--- config.mk ---
export PLATFORM = sky130hd
export DESIGN_NAME = mem_bist_sequencer_flat
export DESIGN_NICKNAME = d
export VERILOG_FILES = /design/src/rtl/mem_bist_if.sv /design/src/rtl/mem_bist_sequencer.sv /design/src/flat_wrapper.sv
export SDC_FILE = /design/constraint.sdc
export NUM_CORES = 1
export LEC_CHECK = 0
export ABC_CLOCK_PERIOD_IN_PS = 4500
export CELL_PAD_IN_SITES_DETAIL_PLACEMENT = 1
export CELL_PAD_IN_SITES_GLOBAL_PLACEMENT = 1
export CORE_UTILIZATION = 40
export CTS_CLUSTER_SIZE = 20
export DETAILED_ROUTE_END_ITERATION = 12
export DONT_BUFFER_PORTS = 1
export PLACE_DENSITY_LB_ADDON = 0.1
export REMOVE_ABC_BUFFERS = 1
export SLEW_MARGIN = 40
export SYNTH_ARGS = -nofsm -noshare
export SYNTH_HDL_FRONTEND = slang
export SYNTH_SLANG_ARGS = --single-unit
--- constraint.sdc ---
create_clock -name clk -period 4.5 [get_ports clk]
set_clock_uncertainty 0.15 [all_clocks]
set_input_delay 0.9 -clock clk [delete_from_list [all_inputs] [get_ports clk]]
set_output_delay 0.9 -clock clk [all_outputs]
set_load 0.01 [all_outputs]
--- src/rtl/mem_bist_if.sv ---
// Request port between the BIST sequencer (master) and the memory controller (slave).
interface mem_bist_if #(
   parameter int unsigned DATA_W = 16,
   parameter int unsigned ADDR_W = 25
) ();
   logic [1:0]        cmd;
   logic [ADDR_W-1:0] addr;
   logic [DATA_W-1:0] wr_data;
   logic [DATA_W-1:0] rd_data;
   logic              ready;
   logic              valid;

   modport master (output cmd, addr, wr_data, ready, input rd_data, valid);
   modport slave  (input cmd, addr, wr_data, ready, output rd_data, valid);
endinterface

--- src/rtl/mem_bist_sequencer.sv ---
// Memory BIST sequencer: write pass then read/compare pass over [START_ADDR, END_ADDR].
// Optional watchdog compiled in with MEM_BIST_TIMEOUT_EN.
//
// state    | meaning
// IDLE     | waiting for start; done/pass hold the last result
// WR_ISSUE | write request presented (ready pulse)
// WR_WAIT  | waiting for controller valid on a write
// RD_ISSUE | read request presented (ready pulse)
// RD_WAIT  | waiting for valid, then compare rd_data
// FINISH   | result published, return to IDLE
module mem_bist_sequencer #(
   parameter int unsigned       DATA_W         = 16,
   parameter int unsigned       ADDR_W         = 25,
   parameter int unsigned       START_ADDR     = 0,
   parameter int unsigned       END_ADDR       = 255,
   parameter int unsigned       ERR_W          = 8,
   parameter logic [DATA_W-1:0] LFSR_SEED      = DATA_W'(16'hACE1),
   parameter int unsigned       TIMEOUT_CYCLES = 1024
) (
   input  logic              clk,
   input  logic              rst,
   input  logic              start,
   input  logic [1:0]        mode,
   mem_bist_if.master        bus,
   output logic              busy,
   output logic              done,
   output logic              pass,
   output logic [ERR_W-1:0]  err_count,
   output logic [ADDR_W-1:0] first_err_addr,
   output logic              timeout
);

   typedef enum logic [2:0] {IDLE, WR_ISSUE, WR_WAIT, RD_ISSUE, RD_WAIT, FINISH} state_t;

   localparam logic [1:0]        CMD_NONE = 2'b00;
   localparam logic [1:0]        CMD_WR   = 2'b10;
   localparam logic [1:0]        CMD_RD   = 2'b01;
   localparam logic [ADDR_W-1:0] START_A  = ADDR_W'(START_ADDR);
   localparam logic [ADDR_W-1:0] END_A    = ADDR_W'(END_ADDR);
   localparam logic [ADDR_W-1:0] DW_A     = ADDR_W'(DATA_W);

   // Galois right-shift masks, maximal length for 8/16/32 bits.
   localparam logic [63:0] TAPS_64 = (DATA_W == 8)  ? 64'h0000_0000_0000_00B8 :
                                     (DATA_W == 16) ? 64'h0000_0000_0000_B400 :
                                     (DATA_W == 32) ? 64'h0000_0000_8020_0003 :
                                     ((64'h1 << (DATA_W - 1)) | 64'h1);
   localparam logic [DATA_W-1:0] LFSR_TAPS = DATA_W'(TAPS_64);

   state_t            state_q, state_d;
   logic [1:0]        cmd_q, cmd_d;
   logic [ADDR_W-1:0] addr_q, addr_d;
   logic [DATA_W-1:0] wr_data_q, wr_data_d;
   logic              ready_q, ready_d;
   logic              busy_q, busy_d;
   logic              done_q, done_d;
   logic              pass_q, pass_d;
   logic [ERR_W-1:0]  err_q, err_d;
   logic [ADDR_W-1:0] first_q, first_d;
   logic [1:0]        mode_q, mode_d;
   logic [DATA_W-1:0] lfsr_q, lfsr_d;

   logic [DATA_W-1:0] lfsr_nxt;
   logic [ADDR_W-1:0] addr_inc;
   logic              last_addr;
   logic              mismatch;
   logic [ERR_W-1:0]  err_inc;
   logic              in_wait;
   logic              wd_fire;

   function automatic logic [DATA_W-1:0] lfsr_step(input logic [DATA_W-1:0] v);
      lfsr_step = (v >> 1) ^ (v[0] ? LFSR_TAPS : '0);
   endfunction

   function automatic logic [DATA_W-1:0] pattern(input logic [1:0] m,
                                                 input logic [ADDR_W-1:0] a,
                                                 input logic [DATA_W-1:0] l);
      logic [DATA_W+ADDR_W-1:0] ext;
      logic [2*DATA_W-1:0]      cb;
      ext = {{DATA_W{1'b0}}, a};
      cb  = {DATA_W{2'b01}};
      case (m)
         2'b00:   pattern = ext[DATA_W-1:0];
         2'b01:   pattern = a[0] ? ~cb[DATA_W-1:0] : cb[DATA_W-1:0];
         2'b10:   pattern = DATA_W'(1) << (a % DW_A);
         default: pattern = l;
      endcase
   endfunction

   assign lfsr_nxt  = lfsr_step(lfsr_q);
   assign addr_inc  = addr_q + 1'b1;
   assign last_addr = (addr_q == END_A);
   assign mismatch  = (bus.rd_data != pattern(mode_q, addr_q, lfsr_q));
   assign err_inc   = (&err_q) ? err_q : err_q + 1'b1;
   assign in_wait   = (state_q == WR_WAIT) || (state_q == RD_WAIT);

`ifdef MEM_BIST_TIMEOUT_EN
   localparam int unsigned    WD_W    = $clog2(TIMEOUT_CYCLES + 1);
   localparam logic [WD_W-1:0] WD_LOAD = WD_W'(TIMEOUT_CYCLES - 1);

   logic [WD_W-1:0] wd_q;
   logic            to_q;

   assign wd_fire = in_wait && !bus.valid && (wd_q == '0);

   // Down-counter reloaded with every request; terminal count fires the watchdog.
   always_ff @(posedge clk) begin
      if (rst) begin
         wd_q <= '0;
         to_q <= 1'b0;
      end else begin
         if (ready_d)
            wd_q <= WD_LOAD;
         else if (in_wait && (wd_q != '0))
            wd_q <= wd_q - 1'b1;
         if ((state_q == IDLE) && start)
            to_q <= 1'b0;
         else if (wd_fire)
            to_q <= 1'b1;
      end
   end

   assign timeout = to_q;
`else
   assign wd_fire = 1'b0;
   assign timeout = 1'b0;
`endif

   always_ff @(posedge clk) begin
      if (rst) begin
         state_q   <= IDLE;
         cmd_q     <= CMD_NONE;
         addr_q    <= '0;
         wr_data_q <= '0;
         ready_q   <= 1'b0;
         busy_q    <= 1'b0;
         done_q    <= 1'b0;
         pass_q    <= 1'b0;
         err_q     <= '0;
         first_q   <= '0;
         mode_q    <= 2'b00;
         lfsr_q    <= LFSR_SEED;
      end else begin
         state_q   <= state_d;
         cmd_q     <= cmd_d;
         addr_q    <= addr_d;
         wr_data_q <= wr_data_d;
         ready_q   <= ready_d;
         busy_q    <= busy_d;
         done_q    <= done_d;
         pass_q    <= pass_d;
         err_q     <= err_d;
         first_q   <= first_d;
         mode_q    <= mode_d;
         lfsr_q    <= lfsr_d;
      end
   end

   // Next values of the output registers are decided here, so every output
   // reflects the state being entered on the same edge.
   always_comb begin
      state_d   = state_q;
      cmd_d     = cmd_q;
      addr_d    = addr_q;
      wr_data_d = wr_data_q;
      ready_d   = 1'b0;
      busy_d    = busy_q;
      done_d    = done_q;
      pass_d    = pass_q;
      err_d     = err_q;
      first_d   = first_q;
      mode_d    = mode_q;
      lfsr_d    = lfsr_q;

      case (state_q)
         IDLE: begin
            if (start) begin
               done_d    = 1'b0;
               pass_d    = 1'b0;
               err_d     = '0;
               first_d   = '0;
               addr_d    = START_A;
               lfsr_d    = LFSR_SEED;
               mode_d    = mode;
               busy_d    = 1'b1;
               ready_d   = 1'b1;
               cmd_d     = CMD_WR;
               wr_data_d = pattern(mode, START_A, LFSR_SEED);
               state_d   = WR_ISSUE;
            end
         end
         WR_ISSUE: state_d = WR_WAIT;
         WR_WAIT: begin
            if (bus.valid) begin
               ready_d = 1'b1;
               if (last_addr) begin
                  addr_d  = START_A;
                  lfsr_d  = LFSR_SEED;
                  cmd_d   = CMD_RD;
                  state_d = RD_ISSUE;
               end else begin
                  addr_d    = addr_inc;
                  lfsr_d    = lfsr_nxt;
                  wr_data_d = pattern(mode_q, addr_inc, lfsr_nxt);
                  state_d   = WR_ISSUE;
               end
            end else if (wd_fire) begin
               cmd_d   = CMD_NONE;
               busy_d  = 1'b0;
               done_d  = 1'b1;
               pass_d  = 1'b0;
               state_d = FINISH;
            end
         end
         RD_ISSUE: state_d = RD_WAIT;
         RD_WAIT: begin
            if (bus.valid) begin
               if (mismatch) begin
                  err_d = err_inc;
                  if (err_q == '0)
                     first_d = addr_q;
               end
               if (last_addr) begin
                  cmd_d   = CMD_NONE;
                  busy_d  = 1'b0;
                  done_d  = 1'b1;
                  pass_d  = (err_q == '0) && !mismatch;
                  state_d = FINISH;
               end else begin
                  addr_d  = addr_inc;
                  lfsr_d  = lfsr_nxt;
                  ready_d = 1'b1;
                  state_d = RD_ISSUE;
               end
            end else if (wd_fire) begin
               cmd_d   = CMD_NONE;
               busy_d  = 1'b0;
               done_d  = 1'b1;
               pass_d  = 1'b0;
               state_d = FINISH;
            end
         end
         FINISH:  state_d = IDLE;
         default: state_d = IDLE;
      endcase
   end

   assign bus.cmd        = cmd_q;
   assign bus.addr       = addr_q;
   assign bus.wr_data    = wr_data_q;
   assign bus.ready      = ready_q;
   assign busy           = busy_q;
   assign done           = done_q;
   assign pass           = pass_q;
   assign err_count      = err_q;
   assign first_err_addr = first_q;

endmodule

--- src/flat_wrapper.sv ---
// flat-port wrapper written by rule: the top's interface ports become plain ports
module mem_bist_sequencer_flat 
#(
   parameter int unsigned       DATA_W         = 16,
   parameter int unsigned       ADDR_W         = 25,
   parameter int unsigned       START_ADDR     = 0,
   parameter int unsigned       END_ADDR       = 255,
   parameter int unsigned       ERR_W          = 8,
   parameter logic [DATA_W-1:0] LFSR_SEED      = DATA_W'(16'hACE1),
   parameter int unsigned       TIMEOUT_CYCLES = 1024
)
  (clk, rst, start, mode, busy, done, pass, err_count, first_err_addr, timeout, bus_cmd, bus_addr, bus_wr_data, bus_ready, bus_rd_data, bus_valid);
  mem_bist_if #(.DATA_W(DATA_W), .ADDR_W(ADDR_W)) bus_i ();
  input  logic clk;
  input  logic rst;
  input  logic start;
  input  logic [1:0] mode;
  output logic busy;
  output logic done;
  output logic pass;
  output logic [ERR_W-1:0] err_count;
  output logic [ADDR_W-1:0] first_err_addr;
  output logic timeout;
  output wire logic [$bits(bus_i.cmd)-1:0] bus_cmd;
  output wire logic [$bits(bus_i.addr)-1:0] bus_addr;
  output wire logic [$bits(bus_i.wr_data)-1:0] bus_wr_data;
  output wire logic [$bits(bus_i.ready)-1:0] bus_ready;
  input wire logic [$bits(bus_i.rd_data)-1:0] bus_rd_data;
  input wire logic [$bits(bus_i.valid)-1:0] bus_valid;
  assign bus_cmd = bus_i.cmd;
  assign bus_addr = bus_i.addr;
  assign bus_wr_data = bus_i.wr_data;
  assign bus_ready = bus_i.ready;
  assign bus_i.rd_data = bus_rd_data;
  assign bus_i.valid = bus_valid;
  mem_bist_sequencer #(.DATA_W(DATA_W), .ADDR_W(ADDR_W), .START_ADDR(START_ADDR), .END_ADDR(END_ADDR), .ERR_W(ERR_W), .LFSR_SEED(LFSR_SEED), .TIMEOUT_CYCLES(TIMEOUT_CYCLES)) u_core (.clk(clk), .rst(rst), .start(start), .mode(mode), .bus(bus_i), .busy(busy), .done(done), .pass(pass), .err_count(err_count), .first_err_addr(first_err_addr), .timeout(timeout));
endmodule
==> qor.txt <==
Clk buf depth: 2
Synthesized area per cell: 7.69 sq um
Final Hold Violating Endpoints: 0
H-tree depth: 3
CP top delay family: simple AND/OR/NAND/NOR gates
Hold Crit Class: register to register
DRC violation total after the first TritonRoute iteration: 327
Cell Chain, Critical Path: ha_1 -> ha_1 -> or3b_1 -> a32oi_1 -> nand3_1 -> a2111oi_2 -> nand4_1 -> or2_1 -> or3_1 -> a21oi_1
CP endpoint: u_core.pass
Sequential power share: 46.5%
Largest net degree at the start of global routing: 85
Synth unique cells: 65
Met1 WL: 8.55 mm
Effective utilization at floorplan: 41.0%
Die area: 14600 sq um
Initial antenna violation count: 0
Slew @ Worst Pin: 0.818 ns
Clk_lat worst skew: 0.36 ns
DRC errors left: 0
Grt ovf: 0
Setup CP Type: register to register
IO Count: 103
Cell area after placement: 5760 sq um
Synthesized area: 5670 sq um
Place WS: 0.547 ns
Ys flop type: dfxtp_1
Mapped Cells: 737
Critical path depth: 10
Most frequent cells in the layout: 100 x dfxtp_1, 93 x nand2_1, 79 x nor2_1
Clock sink count: 101
Post-synth EDFFs: 0
I/O Buffers: 0
Post-cts hold buffer count: 0
Ranking of synthesized cells by area: dfxtp_1 36%, nand2_1 6.2%, a21oi_1 5.6%
Most used cell along the critical path: ha_1
Worst endpoint required time: 4.65 ns
Crit path time final: 3.99 ns
WL final: 18.7 mm
Total CTS buffers: 9
Max-Cap Viols: 0
Ys Warns: 0
Synth top area share: 35.7%
Share of cells above drive strength 1: 8.37%
Max Used Layer: met4
Post-synthesis register bit count: 101
Finished Layout Cells: 885
Fin util: 44.0%
Pins over their slew limit: 0
Lkg Pwr: 2.09 nW
DR WL/cell: 21.2 microns
Clock network power share: 40.9%
Clock Root Buffer: clkbuf_16
Met3 wire length: 1.21 mm
Crit start category: register
RSZ-0062 raised after global routing: no
N_diodes: 0
Register area share after synthesis: 35.7%
Buf/Inv on CP: 0
First-pass GRT wire length: 30.0 mm
Psw: 0.000599 W
Combinational share of power: 12.6%
Critical Path Source: u_core.bus.addr[1]
DP HPWL: 13.3 mm
Cell taking the most area after synthesis: dfxtp_1
Internal power: 0.00145 W
Maximum fanout along the worst path: 15
Row count: 43
Total GRT Usage: 26.5%
Vias in the first global route: 5445
Layout Area Growth over Synthesis: 7.29%
Drt first pass iters: 7
Register-to-register path setup slack: 0.51 ns
Relative slew margins: 45.4%
Maximum vdd drop: 180 uV
Final ANT Viol Nets: 0
Die height: 121 microns
Final setup fails: 0
Nets: 730
Worst r2r dst: u_core.pass
Status: complete, no violations
DIE WIDTH: 121 microns
Power per cell area: 338 nW/um^2
Fmax achieved: 251 MHz
Routed vias: 5335
Reg clk slew, reported paths: 0.08 ns
Final period utilization: 88.6%
CTS tree: done
R2R cell count: 10
Commonest non-fill, non-tap cell in the layout: dfxtp_1
Global placement routability congestion: 0.911
Setup TNS: 0 ns
Slowest stage cell on the critical path: dfxtp_1
Dpl cells: 869
Setup Fix Bufs, Post-CTS: 0
Crit path arrival time: 4.13 ns
Crit. End Element: register
Fin area: 6080 sq um
Post-route setup slack: 0.514 ns
CORE AREA: 13800 sq um
Critical R2R Launch: u_core.bus.addr[1]
Slowest cell delay on critical path: 0.63 ns
Fraction of registers with async set or reset after synthesis: 0%
Switching fraction of total power: 29.2%
CTS resizes: 0
Routed wl met2: 8.54 mm
Vias/cell: 6.03
==> cell type report <==
| type | count | area (sq um) |
|---|---|---|
| Clock buffer | 9 | 225 |
| Clock inverter | 7 | 90.1 |
| Fill cell | 1679 | 7750 |
| Inverter | 10 | 37.5 |
| Multi-Input combinational cell | 564 | 3370 |
| Sequential cell | 101 | 2020 |
| Tap cell | 180 | 225 |
| Timing Repair Buffer | 14 | 105 |
==> power by group through the flow <==
stage                     logic [W]  clock network [W]  registers [W]
final                      0.000259           0.000841       0.000955
after global routing       0.000285           0.000894       0.000959
after CTS                  0.000258           0.000854       0.000955
after global placement     0.000251                  0       0.000974
after floorplan            0.000166                  0       0.000976
after detailed placement   0.000257                  0       0.000976
==> per-stage QoR <==
stage | total power, W | hold WS (ns)
floorplan | 0.00114 | 0.317
global placement | 0.00123 | 0.331
detailed placement | 0.00123 | 0.337
CTS | 0.00207 | 0.350
global route | 0.00214 | 0.356
finish | 0.00205 | 0.346
==> worst register-to-register path, cell delays in order (launching register included) <==
cell and delay (ns):
dfxtp_1 0.63, ha_1 0.34, ha_1 0.29, or3b_1 0.37, a32oi_1 0.31, nand3_1 0.14
a2111oi_2 0.36, nand4_1 0.25, or2_1 0.49, or3_1 0.44, a21oi_1 0.14
==> synthesized netlist by cell type (4+ instances only) <==
master and count:
o22ai_1 14, nor3b_1 7, nand4_1 6, a21bo_2 4, inv_1 10, xnor2_1 21
or3_1 5, clkbuf_1 46, a22oi_1 16, xor2_1 19, dfxtp_1 101, nor3_1 29
a31oi_1 7, nand2b_1 11, ha_1 8, nor2b_1 6, mux4_2 6, a311oi_1 5
nor4_1 7, nor4bb_1 4, mux2_2 4, o21ai_0 31, and3_1 15, nor2_1 80
a21oi_1 63, a21o_1 6, nand3_1 40, nand2_1 93, buf_2 12
==> registers in the layout, summed over array words and instances, names as in the netlist <==
signal / count
u_core.busy: 1
u_core.bus.wr_data: 16
u_core.done: 1
u_core.lfsr_q: 16
u_core.pass: 1
u_core.state_q: 3
u_core.first_err_addr: 25
u_core.bus.addr: 25
u_core.bus.ready: 1
u_core.bus.cmd: 2
u_core.mode_q: 2
u_core.err_count: 8
==> worst min-delay path by stage <==
stage                              start                         to  slack [ns]  cells after the start
6_report       u_core.first_err_addr[18]  u_core.first_err_addr[18]        0.35                      2
5_1_grt        u_core.first_err_addr[23]  u_core.first_err_addr[23]        0.36                      2
4_1_cts        u_core.first_err_addr[23]  u_core.first_err_addr[23]        0.35                      2
3_5_place_dp   u_core.first_err_addr[23]  u_core.first_err_addr[23]        0.34                      2
3_3_place_gp   u_core.first_err_addr[15]  u_core.first_err_addr[15]        0.33                      2
2_1_floorplan           u_core.lfsr_q[8]           u_core.lfsr_q[7]        0.32                      2
==> logic make-up (layout without fill, tap and decap cells) <==
kind of cell | count (synthesis) | after routing | synth area share [%]
adder cells (fa/ha/maj) | 8 | 8 | 1.77
other | 1 | 1 | 0.0662
XOR/XNOR | 40 | 40 | 6.18
multiplexers | 13 | 13 | 3.71
flip-flops | 101 | 101 | 35.7
buffers and inverters | 72 | 40 | 5.10
AO/OA/AOI/OAI | 185 | 185 | 20.9
AND/OR/NAND/NOR | 317 | 317 | 26.5
==> layer usage <==
layer | global-route usage [%] | up-vias
met2 | 41.3 | 154
met3 | 5.36 | 22
met5 | 0 | -
met4 | 10.1 | 0
met1 | 35.8 | 2617
li1 | - | 2542
Note: power is estimated with default switching activity, not from simulation.
